==> src/rtl/seq_tx.sv <==
// seq_tx: framed serial transmitter.
// Each accepted payload goes out as: sync PATTERN (MSB first), payload
// (MSB first), an optional even-parity bit, then GAP_LEN forced-0 idle bits.
// Optional feature macro: SEQ_TX_PARITY_EN adds the PAR state and parity bit.
// All outputs except in_ready are registered. Their values are computed from
// the next state and next count, so they line up with the state they describe.
module seq_tx #(
   parameter int                   PATTERN_W = 5,
   parameter logic [PATTERN_W-1:0] PATTERN   = 5'b11011,
   parameter int                   PAYLOAD_W = 8,
   parameter int                   GAP_LEN   = 2
) (
   input  logic                 clk,
   input  logic                 rst,
   input  logic                 in_valid,
   input  logic [PAYLOAD_W-1:0] in_data,
   output logic                 in_ready,
   output logic                 tx_out,
   output logic                 tx_en,
   output logic                 frame_done
);

   localparam int MAX_AB = (PATTERN_W > PAYLOAD_W) ? PATTERN_W : PAYLOAD_W;
   localparam int MAX_V  = (MAX_AB > GAP_LEN) ? MAX_AB : GAP_LEN;
   localparam int CNT_W  = (MAX_V > 1) ? $clog2(MAX_V) : 1;

   localparam logic [CNT_W-1:0] SYNC_LAST = CNT_W'(PATTERN_W - 1);
   localparam logic [CNT_W-1:0] DATA_LAST = CNT_W'(PAYLOAD_W - 1);
   localparam logic [CNT_W-1:0] GAP_LAST  = CNT_W'(GAP_LEN - 1);

   typedef enum logic [2:0] {
      S_IDLE = 3'd0,
      S_SYNC = 3'd1,
      S_DATA = 3'd2,
`ifdef SEQ_TX_PARITY_EN
      S_PAR  = 3'd3,
`endif
      S_GAP  = 3'd4
   } state_t;

`ifdef SEQ_TX_PARITY_EN
   // Even parity: XOR of all payload bits.
   function automatic logic even_parity(input logic [PAYLOAD_W-1:0] d);
      return ^d;
   endfunction
`endif

   state_t                 r_state;
   state_t                 w_state_nxt;
   logic [CNT_W-1:0]       r_cnt;
   logic [CNT_W-1:0]       w_cnt_nxt;
   logic [PAYLOAD_W-1:0]   r_payload;
   logic                   r_tx_out;
   logic                   r_tx_en;
   logic                   r_frame_done;
   logic                   w_accept;
   logic                   w_bit;
   logic                   w_en;
   logic                   w_done;

   // Reset blocks an accept, even when in_valid is high.
   assign w_accept   = in_valid && (r_state == S_IDLE) && !rst;
   assign in_ready   = (r_state == S_IDLE);
   assign tx_out     = r_tx_out;
   assign tx_en      = r_tx_en;
   assign frame_done = r_frame_done;

   // Next-state and bit-counter logic; the counter restarts at 0 on every state change.
   always_comb begin
      w_state_nxt = r_state;
      w_cnt_nxt   = r_cnt;
      case (r_state)
         S_IDLE: begin
            if (w_accept) begin
               w_state_nxt = S_SYNC;
               w_cnt_nxt   = {CNT_W{1'b0}};
            end else begin
               w_state_nxt = S_IDLE;
               w_cnt_nxt   = {CNT_W{1'b0}};
            end
         end
         S_SYNC: begin
            if (r_cnt == SYNC_LAST) begin
               w_state_nxt = S_DATA;
               w_cnt_nxt   = {CNT_W{1'b0}};
            end else begin
               w_cnt_nxt   = r_cnt + CNT_W'(1);
            end
         end
         S_DATA: begin
            if (r_cnt == DATA_LAST) begin
`ifdef SEQ_TX_PARITY_EN
               w_state_nxt = S_PAR;
`else
               w_state_nxt = S_GAP;
`endif
               w_cnt_nxt   = {CNT_W{1'b0}};
            end else begin
               w_cnt_nxt   = r_cnt + CNT_W'(1);
            end
         end
`ifdef SEQ_TX_PARITY_EN
         S_PAR: begin
            w_state_nxt = S_GAP;
            w_cnt_nxt   = {CNT_W{1'b0}};
         end
`endif
         S_GAP: begin
            if (r_cnt == GAP_LAST) begin
               w_state_nxt = S_IDLE;
               w_cnt_nxt   = {CNT_W{1'b0}};
            end else begin
               w_cnt_nxt   = r_cnt + CNT_W'(1);
            end
         end
         default: begin
            w_state_nxt = S_IDLE;
            w_cnt_nxt   = {CNT_W{1'b0}};
         end
      endcase
   end

   // Output values for the cycle that begins at the next edge.
   always_comb begin
      w_bit  = 1'b0;
      w_en   = 1'b0;
      w_done = 1'b0;
      case (w_state_nxt)
         S_SYNC: begin
            w_en = 1'b1;
            for (int i = 0; i < PATTERN_W; i++) begin
               w_bit = (w_cnt_nxt == CNT_W'(PATTERN_W - 1 - i)) ? PATTERN[i] : w_bit;
            end
         end
         S_DATA: begin
            w_en = 1'b1;
            for (int i = 0; i < PAYLOAD_W; i++) begin
               w_bit = (w_cnt_nxt == CNT_W'(PAYLOAD_W - 1 - i)) ? r_payload[i] : w_bit;
            end
         end
`ifdef SEQ_TX_PARITY_EN
         S_PAR: begin
            w_en  = 1'b1;
            w_bit = even_parity(r_payload);
         end
`endif
         S_GAP: begin
            w_done = (w_cnt_nxt == GAP_LAST);
         end
         default: begin
            w_bit  = 1'b0;
            w_en   = 1'b0;
            w_done = 1'b0;
         end
      endcase
   end

   // State, counter, payload latch and registered serial outputs.
   always_ff @(posedge clk) begin
      if (rst) begin
         r_state      <= S_IDLE;
         r_cnt        <= {CNT_W{1'b0}};
         r_payload    <= {PAYLOAD_W{1'b0}};
         r_tx_out     <= 1'b0;
         r_tx_en      <= 1'b0;
         r_frame_done <= 1'b0;
      end else begin
         r_state      <= w_state_nxt;
         r_cnt        <= w_cnt_nxt;
         r_tx_out     <= w_bit;
         r_tx_en      <= w_en;
         r_frame_done <= w_done;
         if (w_accept) begin
            r_payload <= in_data;
         end else begin
            r_payload <= r_payload;
         end
      end
   end

endmodule
==> config.mk <==
export PLATFORM = sky130hd
export DESIGN_NAME = seq_tx
export DESIGN_NICKNAME = d
export VERILOG_FILES = /design/src/rtl/seq_tx.sv
export SDC_FILE = /design/constraint.sdc
export NUM_CORES = 1
export LEC_CHECK = 0
export ABC_AREA = 1
export CAP_MARGIN = 20
export CORE_MARGIN = 2
export CORE_UTILIZATION = 48
export CTS_CLUSTER_SIZE = 30
export DETAILED_ROUTE_END_ITERATION = 8
export GPL_TIMING_DRIVEN = 0
export PLACE_DENSITY = 0.77
export SLEW_MARGIN = 20
export SYNTH_ARGS = -nofsm -noshare
export SYNTH_HDL_FRONTEND = slang
export SYNTH_SLANG_ARGS = --single-unit
export TNS_END_PERCENT = 100
==> constraint.sdc <==
create_clock -name clk -period 3.2 [get_ports clk]
set_input_delay 0.96 -clock clk [delete_from_list [all_inputs] [get_ports clk]]
set_output_delay 0.96 -clock clk [all_outputs]
set_load 0.02 [all_outputs]
### Word-level counts from Yosys, hierarchy flattened

Index checks and enable logic that the tools add are counted.

| word-level totals | value |
|---|---|
| bits in registers | 17 |
| input bits | 11 |
| output and inout bits | 4 |

| cells by class | value |
|---|---|
| add/subtract/negate cells | 1 |
| equality and inequality tests | 16 |
| multiplexer cells | 24 |
| bitwise logic cells | 1 |
| reductions and logical operators | 7 |

Operators by type and width:

| kind | number |
|---|---|
| $eq A3 B3 Y1 const B | 8 |
| $mux W3 | 6 |
| $mux W1 | 15 |
| $eq A3 B1 Y1 const B | 4 |
| $eq A3 B2 Y1 const B | 4 |
| $pmux W3 S4 | 1 |
| $pmux W3 S3 | 1 |
| $logic_not A3 Y1 | 2 |
| $reduce_or A2 Y1 | 2 |
| $add A3 B1 Y3 const B | 1 |
| $logic_and A1 B1 Y1 | 2 |
| $pmux W1 S2 | 1 |
| $logic_not A1 Y1 | 1 |
| $not A1 Y1 | 1 |

### Logic depth before layout (Yosys ltp)

| depth | value |
|---|---|
| depth after elaboration | 13 |
| gate-level depth with buffers | 15 |
| depth with buffers taken out | 15 |

### Worst setup path after synthesis

No wires, ideal clock.

| timing | value |
|---|---|
| path kind | register to output |
| start | reg r_state[0] |
| end | out in_ready |
| arrival time | 714 ps |
| data required time | 2240 ps |
| slack | 1526 ps |
| stages on the path, launching flop included | 4 |
| buffers on the path | 0 |
| path through | dfxtp_1 > inv_2 > nand2_4 > nor2_2 |

| between the ends | value |
|---|---|
| cells in the longest elaborated chain, start to end | 1 |

RTL lines:

| item | line | source |
|---|---|---|
| start: declaration | 48 | `state_t r_state;` |
| start signal: assignment | 168 | `r_state <= w_state_nxt;` |
| $logic_not A3 Y1 | 63 | `assign in_ready = (r_state == S_IDLE);` |
| end: declaration | 17 | `output logic in_ready,` |

Every way passes these cells.

### Final worst setup path

Same ends and word-level chain as after synthesis.

==> results.cfg <==
[routing]
wl_per_cell_um = 10.92
wirelength_mm = 2.020
drtIter0Drc = 25
drc = 0
vias_per_cell = 4.854
firstDrtPassIters = 4
drtAntennaViolNets = 0
vias = 898

[power]
pwr-share-comb = 0.187
power.total_mw = 0.4238
pwr-share-clk = 0.275
power_frac_seq = 0.538
p_per_area_nw_per_um2 = 345.3
ir_worst_vdd_mv = 0.2698
switching_share = 0.2817
p_int_mw = 0.3044
netSwitchingPower_mw = 0.1194
leakagePower_nw = 0.5391

[flow_run]
max_cap_viol_count = 0

[critical_path]
cp_data_arrival_time_ns = 1.58
crit_path_cell_trace = inv_2, nand2_4, nor2_2, clkdlybuf4s50_1
cp_data_required_time_ns = 2.24
cpLargestDelayFamily = buffers and inverters
path_max_fanout = 4
setup.worst_path.class = flop to output pin
cp-start-kind = flop
cp_num_buf_inv = 2
endpoint_kind = output pin
crit_path_max_incr_delay_ns = 0.61
critical-path-slowest-cell = clkdlybuf4s50_1

[logic_synthesis]
synth_top_area_share = 0.3317
yosysTopAreaCell = dfxtp_1
synth_edf_count = 0
synth_top_family_by_area = simple AND/OR/NAND/NOR gates
synth_mux_area_frac = 0
synth_compound_area_frac = 0.1159
syn_inst = 140
synthAdderAreaFrac = 0.06098
synthFlopType = dfxtp_1
synth-simple-area-share = 0.3878
synth_common_cells = nand2_1 (31), inv_1 (20), dfxtp_1 (17)
synth_area_per_cell_sq_um = 7.328
synthDistinctLibCells = 24
ys_async_sr_fraction = 0
synth_xor_area_frac = 0
synth_seq_cells = 17
yosys_warnings = 0
ys_top_cells_by_area = dfxtp_1 (33%), nand2_1 (11%), inv_1 (7.3%)
syn-num-nets = 156
yosysSeqAreaShare = 0.3317
synth.most_common_cell = nand2_1
netlist_area_sq_um = 1026

[sta]
whs_ns = 0.4719
fin_crit_ns = 2.544
setup_viol = 0
fin_ws_ns = 0.6562
setup_tns_ns = 0
min_period_over_period = 0.7950
drv_slew = 0
hold_violations = 0
skew_ns = 0.006093
fmax_mhz = 393.1
slew_headroom = 0.6748
grt_setup_unrepaired = no
worstMarginPinSlew_ns = 0.4878

[finish]
fillCellCount = 187
area_delta_synth_final_pct = 19.63
layout-drive-gt1-share = 0.2089
final_util = 0.6193
diodes = 0
final_nets = 175
fin_cells = 185
final_cell_area_sq_um = 1227

[clock_network]
cts-root-buf = clkbuf_4
numCtsBuffers = 3
cts_setup_buffers = 0
h-tree-depth = 1
cts-resized-gates = 0
clk_pin_slew_ns = 0.10
cts.sinks = 17
cts_tree = done
ctsHoldBuffers = 0
worstSkewPairLatency_ns = 0.30
cts.path.max_buffers = 2

[run_status]
status = complete, no violations

[global_routing]
grt_overflow = 0
grt_pass1_wl_mm = 3.443
antenna_found_initial = 0
grt_max_degree = 11
grt_pass1_vias = 887
grt_usage = 0.1780

[floorplanning]
die_area_sq_um = 2523
coreArea_sq_um = 1982
die_w_um = 50.23
chipHeight_um = 50.23
rows = 16
io_pins = 15
start_util = 0.5177

[placement]
placed_cell_area_sq_um = 1200
dp_cells = 181
pre_cts_ws_ns = 0.9651
place.port_buffers = 14
gp_congestion = 0.8298
dp_hpwl_mm = 1.622

[min_path]
hold_path_class = flop to flop
[tightest hold or removal path, stage by stage (launching register included)]
cell     delay, ns
dfxtp_1       0.32
nand2_1       0.06
a21oi_1       0.05
[power by group through the flow]
| stage | Combinational [mW] | Clock [mW] | Sequential, mW |
|---|---|---|---|
| after floorplan | 0.0490 | 0 | 0.234 |
| after global placement | 0.0770 | 0 | 0.233 |
| after detailed placement | 0.0794 | 0 | 0.233 |
| after CTS | 0.0798 | 0.121 | 0.228 |
| after global routing | 0.0888 | 0.130 | 0.229 |
| final | 0.0793 | 0.116 | 0.228 |
[area by class of cell]
class | instances | area (sq um) | share of cell area
plain buffers | 2 | 8.758 | 0.007136
well taps | 27 | 33.78 | 0.02752
repair buffers | 14 | 140.1 | 0.1142
inverters | 26 | 97.59 | 0.07951
multi-input cells | 95 | 579.3 | 0.4720
clock inverters | 1 | 5.005 | 0.004077
flip-flops and latches | 17 | 340.3 | 0.2773
clock buffers | 3 | 22.52 | 0.01835
[placed cells by master, fill, tap and decap left out, types with 2 or more instances in the layout]
cell type,netlist,final
a211oi_1,3,3
a21oi_1,8,8
clkbuf_4,0,3
clkdlybuf4s50_1,0,14
dfxtp_1,17,17
ha_1,5,5
inv_1,20,20
inv_2,6,6
nand2_1,31,31
nand2_2,6,6
nand2_4,2,2
nand3_1,8,8
nand3_2,5,5
nor2_1,13,13
nor2_4,3,3
o21ai_0,3,3
[logic make-up (layout without fill, tap and decap cells)]
kind of cell	Yosys count	in the layout
buffers and inverters	28	46
flip-flops	17	17
adder cells (fa/ha/maj)	5	5
AO/OA/AOI/OAI	18	18
AND/OR/NAND/NOR	72	72
[state kept, by name, indices dropped and copies added, names as in the netlist]
name and count:
r_cnt 3, r_payload 8, tx_out 1, tx_en 1, frame_done 1, r_state 3
[routing by layer]
| metal | track usage | vias up | routed length, um |
|---|---|---|---|
| met5 | 0 | - | 0 |
| met4 | 0.07407 | 0 | 40 |
| met3 | 0.02976 | 5 | 80 |
| met2 | 0.3399 | 22 | 1046 |
| met1 | 0.1889 | 399 | 852 |
| li1 | - | 472 | - |
[path summary, 6_finish.rpt]
path | startpoint | to | slack [ns] | cells past startpoint
worst min register to register | r_payload[2]$_SDFFE_PP0P_ | r_payload[2]$_SDFFE_PP0P_ | 0.47 | 2
worst min-delay path | r_payload[2]$_SDFFE_PP0P_ | r_payload[2]$_SDFFE_PP0P_ | 0.47 | 2
worst max-delay path | r_state[0]$_SDFF_PP0_ | in_ready | 0.66 | 4
worst max register to register | r_cnt[0]$_SDFF_PP0_ | tx_out$_SDFF_PP0_ | 1.42 | 12
(Power assumes the default switching activity.)
